--- src/rtl/seg7_ca_scan_to_bin.sv ---
// Receive side of a 2-digit common-anode 7-segment scan bus. Waits for each digit enable to
// settle, samples and decodes each glyph, and assembles tens/ones into a frame. A 0..99 value
// is published only after it has been decoded identically over several consecutive frames.
module seg7_ca_scan_to_bin #(
  parameter int unsigned SETTLE_CYC    = 2,
  parameter int unsigned STABLE_FRAMES = 3,
  parameter int unsigned TIMEOUT_CYC   = 65535
) (
  input  logic       clk,
  input  logic       rst,
  input  logic [7:0] seg_in,
  input  logic [1:0] dig_en_n,
  output logic [6:0] num_out,
  output logic       num_valid,
  output logic       code_err,
  output logic       scan_lost
);

  localparam int unsigned SW = $clog2(SETTLE_CYC + 1);
  localparam int unsigned FW = $clog2(STABLE_FRAMES + 1);
  localparam logic [SW-1:0] SettleMax  = SW'(SETTLE_CYC);
  localparam logic [FW-1:0] StableMax  = FW'(STABLE_FRAMES);
  localparam logic [15:0]   TimeoutMax = 16'(TIMEOUT_CYC);

  typedef enum logic [1:0] {StWaitT, StWaitO, StCheck} state_e;

  // Returns {legal, digit} for an active-low a..g pattern.
  function automatic logic [4:0] decode(input logic [6:0] g);
    unique case (g)
      7'h01:   decode = {1'b1, 4'd0};
      7'h4F:   decode = {1'b1, 4'd1};
      7'h12:   decode = {1'b1, 4'd2};
      7'h06:   decode = {1'b1, 4'd3};
      7'h4C:   decode = {1'b1, 4'd4};
      7'h24:   decode = {1'b1, 4'd5};
      7'h20:   decode = {1'b1, 4'd6};
      7'h0F:   decode = {1'b1, 4'd7};
      7'h00:   decode = {1'b1, 4'd8};
      7'h04:   decode = {1'b1, 4'd9};
      default: decode = {1'b0, 4'd0};
    endcase
  endfunction

  state_e          state_q, state_d;
  logic [1:0]      en_prev_q;
  logic [SW-1:0]   settle_q, settle_d;
  logic [3:0]      tens_q, tens_d, ones_q, ones_d;
  logic [6:0]      cand_q, cand_d, num_q, num_d;
  logic [FW-1:0]   stable_q, stable_d;
  logic            published_q, published_d;
  logic            valid_q, valid_d, err_q, err_d, lost_q, lost_d;
  logic [15:0]     to_q, to_d;
  logic            samp, samp_t, samp_o, enter_check;
  logic [4:0]      dec;
  logic            blank, tens_ok;
  logic [3:0]      tens_val;
  logic [6:0]      value;
  logic            unused_dp;

  assign unused_dp = seg_in[7];
  assign dec       = decode(seg_in[6:0]);
  assign blank     = (seg_in[6:0] == 7'h7F);
  assign tens_ok   = dec[4] | blank;
  assign tens_val  = blank ? 4'd0 : dec[3:0];
  assign value     = 7'(tens_q) * 7'd10 + 7'(ones_q);

  // Settle counter: one sample per stable single-digit enable window.
  always_comb begin
    settle_d = settle_q;
    samp     = 1'b0;
    if (dig_en_n != en_prev_q || dig_en_n == 2'b11 || dig_en_n == 2'b00) begin
      settle_d = '0;
    end else if (settle_q != SettleMax) begin
      settle_d = settle_q + 1'b1;
      samp     = (settle_d == SettleMax);
    end
  end

  assign samp_t = samp & ~dig_en_n[1];
  assign samp_o = samp & ~dig_en_n[0];

  // Frame FSM, stability tracking, publish and timeout next-state.
  always_comb begin
    state_d     = state_q;
    tens_d      = tens_q;
    ones_d      = ones_q;
    cand_d      = cand_q;
    stable_d    = stable_q;
    num_d       = num_q;
    published_d = published_q;
    valid_d     = 1'b0;
    err_d       = 1'b0;
    enter_check = 1'b0;
    to_d        = to_q;
    lost_d      = lost_q;
    case (state_q)
      StWaitT: begin
        if (samp_t) begin
          if (tens_ok) begin
            tens_d  = tens_val;
            state_d = StWaitO;
          end else begin
            err_d = 1'b1;
          end
        end
      end
      StWaitO: begin
        if (samp_o) begin
          if (dec[4]) begin
            ones_d      = dec[3:0];
            state_d     = StCheck;
            enter_check = 1'b1;
          end else begin
            err_d   = 1'b1;
            state_d = StWaitT;
          end
        end else if (samp_t) begin
          // A newer tens glyph replaces the stored one; a bad one discards the frame.
          if (tens_ok) begin
            tens_d = tens_val;
          end else begin
            err_d   = 1'b1;
            state_d = StWaitT;
          end
        end
      end
      StCheck: begin
        state_d = StWaitT;
        if (value == cand_q) begin
          stable_d = (stable_q == StableMax) ? stable_q : stable_q + 1'b1;
        end else begin
          cand_d   = value;
          stable_d = FW'(1);
        end
        if (stable_d == StableMax && (value != num_q || !published_q)) begin
          num_d       = value;
          valid_d     = 1'b1;
          published_d = 1'b1;
        end
      end
      default: state_d = StWaitT;
    endcase
    if (err_d) stable_d = '0;
    if (enter_check) begin
      to_d   = '0;
      lost_d = 1'b0;
    end else begin
      if (to_q != TimeoutMax) to_d = to_q + 1'b1;
      if (to_d == TimeoutMax) lost_d = 1'b1;
    end
  end

  // State registers with synchronous reset.
  always_ff @(posedge clk) begin
    if (rst) begin
      state_q     <= StWaitT;
      en_prev_q   <= 2'b11;
      settle_q    <= '0;
      tens_q      <= '0;
      ones_q      <= '0;
      cand_q      <= '0;
      stable_q    <= '0;
      num_q       <= '0;
      published_q <= 1'b0;
      valid_q     <= 1'b0;
      err_q       <= 1'b0;
      lost_q      <= 1'b0;
      to_q        <= '0;
    end else begin
      state_q     <= state_d;
      en_prev_q   <= dig_en_n;
      settle_q    <= settle_d;
      tens_q      <= tens_d;
      ones_q      <= ones_d;
      cand_q      <= cand_d;
      stable_q    <= stable_d;
      num_q       <= num_d;
      published_q <= published_d;
      valid_q     <= valid_d;
      err_q       <= err_d;
      lost_q      <= lost_d;
      to_q        <= to_d;
    end
  end

  assign num_out   = num_q;
  assign num_valid = valid_q;
  assign code_err  = err_q;
  assign scan_lost = lost_q;

endmodule

--- config.mk ---
export PLATFORM = sky130hd
export DESIGN_NAME = seg7_ca_scan_to_bin
export DESIGN_NICKNAME = d
export VERILOG_FILES = /design/src/rtl/seg7_ca_scan_to_bin.sv
export SDC_FILE = /design/constraint.sdc
export NUM_CORES = 1
export LEC_CHECK = 0
export CELL_PAD_IN_SITES_DETAIL_PLACEMENT = 0
export CELL_PAD_IN_SITES_GLOBAL_PLACEMENT = 1
export CORE_UTILIZATION = 48
export DETAILED_ROUTE_END_ITERATION = 10
export PLACE_DENSITY = 0.94
export SKIP_LAST_GASP = 1
export SLEW_MARGIN = 20
export SYNTH_ARGS = -nofsm -noshare
export SYNTH_HDL_FRONTEND = slang
export SYNTH_SLANG_ARGS = --single-unit
--- constraint.sdc ---
create_clock -name clk -period 5.2 [get_ports clk]
set_clock_uncertainty 0.1 [all_clocks]
set_input_delay 0.78 -clock clk [delete_from_list [all_inputs] [get_ports clk]]
set_output_delay 0.78 -clock clk [all_outputs]
set_load 0.005 [all_outputs]
==> results by group, run 1 <==
Run status
  • Status: finished clean

Critical path
  • Crit-path max FO: 6
  • Crit. End Element: register
  • Reg2reg end: cand_q[4]
  • Flop2flop setup slack: 1.58 ns
  • Worst Setup Path Type: register to register
  • Worst r2r src: tens_q[1]
  • Reg2Reg Depth: 9
  • Startpoint Class: register
  • Worst Path Required: 5.31 ns
  • WP data arrival: about 3.7 ns

Place
  • Port Buffer Count: 20
  • Post-DP HPWL: between 4 and 5 mm
  • Routability congestion estimate: approximately 0.83

Synth
  • Syn Area/Cell: roughly 8.6 sq um
  • Post-synth EDFFs: 0
  • Post-Syn Area: approximately 0.0029 sq mm
  • Warnings, synthesis: 0
  • Async SR Flop Fraction: 0
  • Synth Register Bits: 50
  • Ys flop type: dfxtp_1
  • Post-synth net total: approximately 360
  • Mapped Cells: between 300 and 400
  • Seq/Total Area, Yosys: 0.3474
  • Unique masters post-synth: 56

Hold path
  • Hold depth: 2
  • Worst min path class: register to register
  • Hold Crit Start: cand_q[0]
  • Hold endpoint: cand_q[0]

Timing
  • Setup TNS: 0 ns
  • Final Hold Viols: 0
  • Final Cycle Share: 0.6970
  • Fmax: around 280 MHz
  • Final setup viols: 0
  • Hold WS: around 0.37 ns
  • Pin slew with the least headroom to its limit: 0.9991 ns
  • Tmin final: about 3.6 ns
  • Slew Limit Headroom: 0.3252
  • Max-slew violations: 0
  • RSZ-0062 raised after global routing: false

Finish
  • Final Core Density: 0.5653
  • Fraction of layout cells with a size suffix above 1: 0.04899
  • Area grow syn2layout: 10.68%
  • Antenna fix cells: 0
  • Net count, final: 370
  • Fillers: between 400 and 500

Power and ir drop
  • Worst vdd ir: 0.1195 mV
  • Total Power: 0.0006556 W
  • Cell Pwr Density: roughly 210 mW/mm^2
  • Lkg Pwr: roughly 1.2 nW

GRT
  • All-Layer GR Usage: 0.1933
  • Initial antenna violation count: 0
  • Grt ovf: 0
  • First-pass GRT wire length: around 10 mm
  • Largest net degree at the start of global routing: 28
  • Vias in the first global route: approximately 2100

Die
  • FP Rows: 27
  • Core Region: 0.005642 sq mm
  • Die Area: around 0.0063 sq mm
  • IO Count: 22
  • Die Y: approximately 79 microns
  • Starting Density: 0.5108
  • Die X-Extent: roughly 80 microns

CTS
  • CTS H-tree lvls: 2
  • Cts bufs inserted: 5
  • PostCTS Resize Cnt: 0
  • Max Root-Sink Buffers: 2
  • Root Driver: clkbuf_8
  • Setup bufs post-CTS: 0
  • Worst-path clk slew: around 0.09 ns
  • CTS sink count: 50
  • Worst skew pair latency: about 0.3 ns
  • CTS tree: yes
  • Cts-stage hold buffer count: 0

Routing
  • Via Count: ~2500
  • DRT Pass-1 Iters: 4
  • DRC Markers: 0
  • Final ANT Viol Nets: 0
  • Vias/cell: 5.852
  • Initial DRC Count: 79
  • Per-cell routed wire length: 13.96 microns
  • Routed wire length: slightly below 6 mm

Flow run
  • Max Cap Viol: 0
## how the worst max path moves through the flow
stage / start / end / slack, ns / cells after the start
finish: tens_q[1] / cand_q[4] / 1.58 / 9
global route: tens_q[1] / cand_q[1] / 1.32 / 9
CTS: tens_q[1] / cand_q[4] / 1.55 / 9
detailed placement: seg_in[3] / scan_lost / 1.52 / 6
global placement: seg_in[3] / scan_lost / 1.56 / 6
floorplan: tens_q[1] / num_out[6] / 2.00 / 9
## cell usage after synthesis, types with 7 or more instances
library cell / n / area, sq um
a21oi_1: 23 / 115.1
a31oi_1: 7 / 43.79
xnor2_1: 15 / 131.4
o31ai_1: 7 / 52.55
nand2_1: 32 / 120.1
clkbuf_1: 10 / 37.54
inv_1: 7 / 26.28
mux2i_1: 7 / 70.07
xor2_1: 8 / 70.07
nand3_1: 16 / 80.08
nand4_1: 12 / 75.07
ha_1: 10 / 125.1
nor3_1: 10 / 50.05
dfxtp_1: 50 / 1001
nor2_1: 30 / 112.6
## power by group
group / leakage, nW / total [W] / switching, W / internal [W]
Clock: 0.0452 / 0.000227 / 0.000132 / 0.0000953
Sequential: 0.404 / 0.000390 / 0.00000411 / 0.000386
Combinational: 0.716 / 0.0000388 / 0.0000218 / 0.0000171
Total: 1.17 / 0.000656 / 0.000158 / 0.000498
## critical path, stage by stage (launching register included)
cell and delay (ns):
dfxtp_1 0.43, ha_1 0.27, ha_1 0.21, fa_1 0.52
nor2b_1 0.06, a32oi_1 0.44, xnor2_1 0.22, o41ai_1 0.95
nand2_1 0.15, a21oi_1 0.19
## cell type report
class,count,area (sq um),share of cell area
timing repair buffer,20,200.2,0.06277
inverter,8,30.03,0.009415
clock buffer,6,72.57,0.02275
tap,72,90.09,0.02825
sequential,50,1001,0.3138
multi-input combinational,261,1782,0.5587
clock inverter,2,13.76,0.004315
## placed cells by master (no fill, tap or decap), types with 5 or more instances in the layout
cell              n
o31ai_1           7
clkdlybuf4s50_1  20
ha_1             10
nor3_1           10
a21oi_1          23
nor2_1           30
o21ai_0           6
clkbuf_8          5
xor2_1            8
a31oi_1           7
inv_1             7
nand3_1          16
nand4_1          12
and3_1            6
nor4_1            6
nand2_1          32
dfxtp_1          50
xnor2_1          15
mux2i_1           7
## metal layers
layer	track usage	routed length (microns)	vias up
met2	0.3248	2743	37
met4	0.04909	42	0
li1	-	-	1243
met3	0.03771	183	4
met5	0	0	-
met1	0.2519	2879	1168
## flip-flops by register name (all words and copies together) (netlist names)
register and count:
scan_lost 1, published_q 1, cand_q 7, en_prev_q 2, state_q 2, settle_q 2
stable_q 2, num_out 7, num_valid 1, code_err 1, ones_q 4, tens_q 4
to_q 16
## per-stage QoR
step / instances / setup WS (ns) / instance area (sq um)
final: 419 / 1.575 / 3189
after global routing: 419 / 1.321 / 3189
after CTS: 419 / 1.551 / 3189
after detailed placement: 411 / 1.517 / 3103
after global placement: 411 / 1.560 / 3103
after floorplan: 334 / 1.996 / 2882
## logic make-up (layout without fill, tap and decap cells)
kind of cell	count (synthesis)	after routing	synth area share
and+or+nand+nor	149	149	0.2831
AOI/OAI and AO/OA	65	65	0.1489
buffers and inverters	23	36	0.03430
adders and majority gates	13	13	0.06079
DFF	50	50	0.3474
muxes	7	7	0.02432
xor gates and xnor gates	27	27	0.1012
Note: power is estimated with default switching activity, not from simulation.
==> inputs of run 2 (changes only) <==
Settings changed: CORE_UTILIZATION 48 to 40, PLACE_DENSITY 0.94 to 0.85.
Clock period 5.2 ns to 3 ns, I/O delays scaled along.
==> results by group, run 2 (synthesis results as in run 1) <==
Run status
  • Status: finished clean

Routing
  • Final ANT Viol Nets: 0
  • DRC Markers: 0
  • Via Count: around 2500
  • Routed wire length: 6.620 mm
  • DRT Pass-1 Iters: 4
  • Vias/cell: 5.447
  • Per-cell routed wire length: roughly 14 microns
  • Initial DRC Count: 138

CTS
  • CTS sink count: 50
  • Root Driver: clkbuf_8
  • CTS tree: yes
  • Cts-stage hold buffer count: 0
  • Worst-path clk slew: approximately 0.090 ns
  • Cts bufs inserted: 5
  • CTS H-tree lvls: 2
  • Worst skew pair latency: just over 0.3 ns
  • Max Root-Sink Buffers: 2

Timing
  • Max-slew violations: 0
  • Tmin final: ~2.9 ns
  • Worst Setup Slack, final: roughly 0.064 ns
  • Final setup viols: 0
  • RSZ-0062 raised after global routing: true
  • Fmax: 340.6 MHz
  • Final Hold Viols: 0
  • Pin slew with the least headroom to its limit: 0.5311 ns
  • Slew Limit Headroom: 0.6428
  • Final Cycle Share: 0.9787

GRT
  • Initial antenna violation count: 0
  • Vias in the first global route: between 2000 and 2500
  • All-Layer GR Usage: 0.1783
  • Largest net degree at the start of global routing: 25
  • First-pass GRT wire length: roughly 11 mm
  • Grt ovf: 0

Critical path
  • Worst Path Required: ~3.1 ns
  • Worst Setup Path Type: register to register
  • WP data arrival: between 3 and 4 ns
  • Crit-path max FO: 5
  • Startpoint Class: register
  • Crit. End Element: register

Finish
  • Max reg flops: 16
  • Most frequent cells in the layout: dfxtp_1 (46), nand2_1 (32), nor2_1 (30)
  • Register area: approximately 0.0010 sq mm
  • Fraction of layout cells with a size suffix above 1: 0.1882
  • Net count, final: around 400
  • Largest register by flop count: to_q
  • Antenna fix cells: 0
  • Commonest non-fill, non-tap cell in the layout: dfxtp_1
  • Area grow syn2layout: 24.97%
  • Final Cell Area: between 0.003 and 0.004 sq mm
  • Area of the multi-input gates: 0.001954 sq mm
  • Fillers: around 670

Die
  • Die Area: about 0.0075 sq mm
  • Die X-Extent: around 87 microns
  • IO Count: 22
  • FP Rows: 30
  • Die Y: a little under 90 microns
  • Core Region: a little under 0.007 sq mm
  • Starting Density: 0.4195

Power and ir drop
  • Worst vdd ir: ~0.21 mV
  • Lkg Pwr: about 1.3 nW
  • Cell Pwr Density: 319.4 mW/mm^2

Place
  • Placed Instance Area: ~0.0034 sq mm
  • Post-DP HPWL: between 4 and 5 mm
  • Worst slack, placed: between 0.015 and 0.02 ns
  • Port Buffer Count: 20
  • Routability congestion estimate: around 0.86

Hold path
  • Worst min path class: register to register

Flow run
  • Max Cap Viol: 0
-- run 2: cell count changes in the layout (fill, tap and decap cells not counted), moves of 3 or more --
| cell | change |
|---|---|
| buf_4 | +22 |
| dfxtp_1 | -4 |
| dfxtp_2 | +4 |
| ha_1 | -3 |
| o31ai_1 | -4 |
| o31ai_2 | +3 |
-- run 2: worst max-delay path, stage by stage, from the launching register on --
cell     delay (ns)
dfxtp_2        0.34
ha_4           0.24
ha_4           0.15
fa_2           0.57
nor2b_2        0.06
a32oi_2        0.25
xnor2_2        0.14
or4_4          0.63
o31ai_2        0.24
a21oi_1        0.10
-- run 2: where the power goes --
part,internal [W],switching (W),total [W]
combinational,0.0000374,0.0000397,0.0000771
clock,0.000162,0.000236,0.000397
sequential,0.000668,0.00000745,0.000676
-- run 2: timing repair --
| action | CTS | global route |
|---|---|---|
| buffers inserted | 0 | 0 |
| gates cloned | 0 | 1 |
| gates resized for setup | 2 | 25 |
| pin swaps | 0 | 7 |
| hold endpoints to repair | 0 | 0 |
| setup endpoints to repair | 2 | 13 |
-- run 2: final cells by class --
| cell class | count | share of cell area |
|---|---|---|
| tap | 96 | 0.03336 |
| clock inverter | 2 | 0.003822 |
| inverter | 8 | 0.008339 |
| timing repair buffer | 45 | 0.1133 |
| multi-input combinational | 262 | 0.5427 |
| clock buffer | 5 | 0.01911 |
| sequential | 50 | 0.2794 |
-- run 2: routing by layer --
metal | vias to the layer above | wire length [microns] | global-route usage
li1 | 1301 | - | -
met1 | 1201 | 3066 | 0.2329
met2 | 38 | 3277 | 0.2949
met3 | 9 | 159 | 0.03507
met4 | 0 | 116 | 0.05909
met5 | - | 0 | 0
-- run 2: through the flow --
stage | hold slack (ns) | total power, W | util | setup TNS [ns] | std cells
after global placement | 0.3496 | 0.0007666 | 0.4914 | 0 | 460
after floorplan | 0.3368 | 0.0007325 | - | 0 | 334
after global routing | 0.3897 | 0.001205 | 0.5242 | -0.1636 | 468
after CTS | 0.3768 | 0.001170 | 0.5047 | 0 | 467
final | 0.3779 | 0.001150 | 0.5242 | 0 | 468
after detailed placement | 0.3631 | 0.0007682 | 0.4914 | 0 | 460
-- run 2: worst paths after layout --
check,from,endpoint,slack [ns],depth (start not counted)
min,cand_q[4],cand_q[4],0.38,2
max,tens_q[3],num_out[6],0.06,9
min reg2reg,cand_q[4],cand_q[4],0.38,2
max reg2reg,tens_q[3],num_out[6],0.06,9
==> patch (flow settings as in run 2) <==
The output `code_err` loses its register stage (`err_q` becomes a continuous assignment).
--- a/src/rtl/seg7_ca_scan_to_bin.sv
+++ b/src/rtl/seg7_ca_scan_to_bin.sv
@@ -163,7 +163,6 @@
       num_q       <= '0;
       published_q <= 1'b0;
       valid_q     <= 1'b0;
-      err_q       <= 1'b0;
       lost_q      <= 1'b0;
       to_q        <= '0;
     end else begin
@@ -177,11 +176,12 @@
       num_q       <= num_d;
       published_q <= published_d;
       valid_q     <= valid_d;
-      err_q       <= err_d;
       lost_q      <= lost_d;
       to_q        <= to_d;
     end
   end
+
+  assign err_q = err_d;
 
   assign num_out   = num_q;
   assign num_valid = valid_q;
Formal check against the unedited RTL: not equivalent (a bounded check fails within 4 cycles, from zero or initial values and one cycle with rst high).
==> patch against run 2 <==
Total power down 2.1%. Wire length up 6.9%. Sequential cell count down 1. Fmax down 0.94%. Critical path depth up 1. Area after synthesis up 2.8%. Clock power down 4%. Cell area up 6.1%. Setup slack worse by 28 ps. Count of clock-buffer cells in the layout up 2. Worst hold slack worse by 14 ps. Largest cell class unchanged. Largest power group unchanged. Highest routed layer unchanged.
==> patch: results (changes against run 2) <==
status finished, final reports clean; leakage 1.46 nW (+10%); pin count of the biggest net entering global routing 23 (-8.0%); I/O Buffers 20 (unchanged); multi-input logic area 0.00202 mm² (+3.2%); DP HPWL 5020 µm (+6.8%); DP Cell Count 485 (+5.4%); Synth Instances 348 (+4.2%); WL met1 3290 µm (+7.4%); initial detailed-routing violation count 176 (+28%); Total GRT Usage 18.7% (+0.83 points); total setup buffers inserted after CTS 1 (+1); Mapped Nets 372 (+3.9%); Via density 5.50 (+0.93%); total iterations of the first detailed-routing run 4 (unchanged); area post-placement 0.00353 mm² (+4.7%); WP data arrival 3050 ps (+20 ps); Rel. slew slack 60.7% (-3.6 points); count of different cell masters after synthesis 62 (+11%); Max VDD drop 0.172 mV (-19%); final WL 7080 µm (+6.9%); Gate power share 7.5% (+0.8 points); CP peak stage delay 520 ps (-110 ps); first-pass GRT wire length 11500 µm (+7.6%); P_seq 0.662 mW (-2%); Synth Area in Adders 5.58% (-0.50 points); Post-synth top cells dfxtp_1 (49), nor2_1 (35), a21oi_1 (22); post-CTS sizing 9 (+7); Post-Synth XOR/XNOR Area 10.1% (-0.020 points); vias in the first global route 2504 (+7.4%); sequential share of the synthesized area 33.1% (-1.6 points); internal power 0.862 mW (-0.61%); met2 Use GR 30.9% (+1.4 points); RR Endpoint num_out[0]; WL met3 284 µm (+79%); critical path fanouts, max 6 (+1); compound-gate portion of the synthesized area 17.4% (+2.5 points); dpl ws -88.0 ps (-106 ps); setup slack, reg-to-reg 40 ps (-30 ps); share of synthesized area spent on multiplexers 1.35% (-1.1 points); Post-layout nets 425 (+7.3%); post-layout min period 2960 ps (+27.9 ps); Placer Congestion 0.858 (-0.44%); dominant cells by area after synthesis dfxtp_1 (33%), nor2_1 (4.4%), ha_1 (4.2%); layout filler cell count 675 (+1.4%); met1 Use GR 25.4% (+2.1 points); Largest register FFs 16 (unchanged); GRT met3 Usage 3.68% (+0.17 points); Clk pwr share 33.8% (-0.7 points); Cell Count, Final, Fillers Out 501 (+7.1%); r2r worst-path depth 10 (+1); DR WL met2 3440 µm (+4.9%); share of cells above drive strength 1 23.1% (+4.3 points); # H-tree levels 2 (unchanged)
## patch: cell count changes after synthesis, moves of 4 or more
cell      before  now
inv_1          7   11
nand2_1       32   18
nand3b_1       4    0
nand4_1       12   19
nor2_1        30   35
nor3_1        10   16
o21ai_0        6   11
## patch: final cells by class
class                           instances  share of cell area, %
Clock buffer                            7                   2.00
Multi-Input combinational cell        268                   52.8
Tap cell                               99                   3.24
Timing Repair Buffer                   66                   14.9
Sequential cell                        49                   25.8
Inverter                               11                   1.08
Clock inverter                          1                  0.197
## patch: how the worst min path moves through the flow
stage,cells past startpoint,slack [ps],from,endpoint
after floorplan,1,330,stable_q[0],stable_q[0]
after global placement,2,350,cand_q[4],cand_q[4]
after CTS,2,370,cand_q[6],cand_q[6]
after detailed placement,1,360,stable_q[0],stable_q[0]
after global routing,2,390,cand_q[6],cand_q[6]
final,2,360,cand_q[6],cand_q[6]
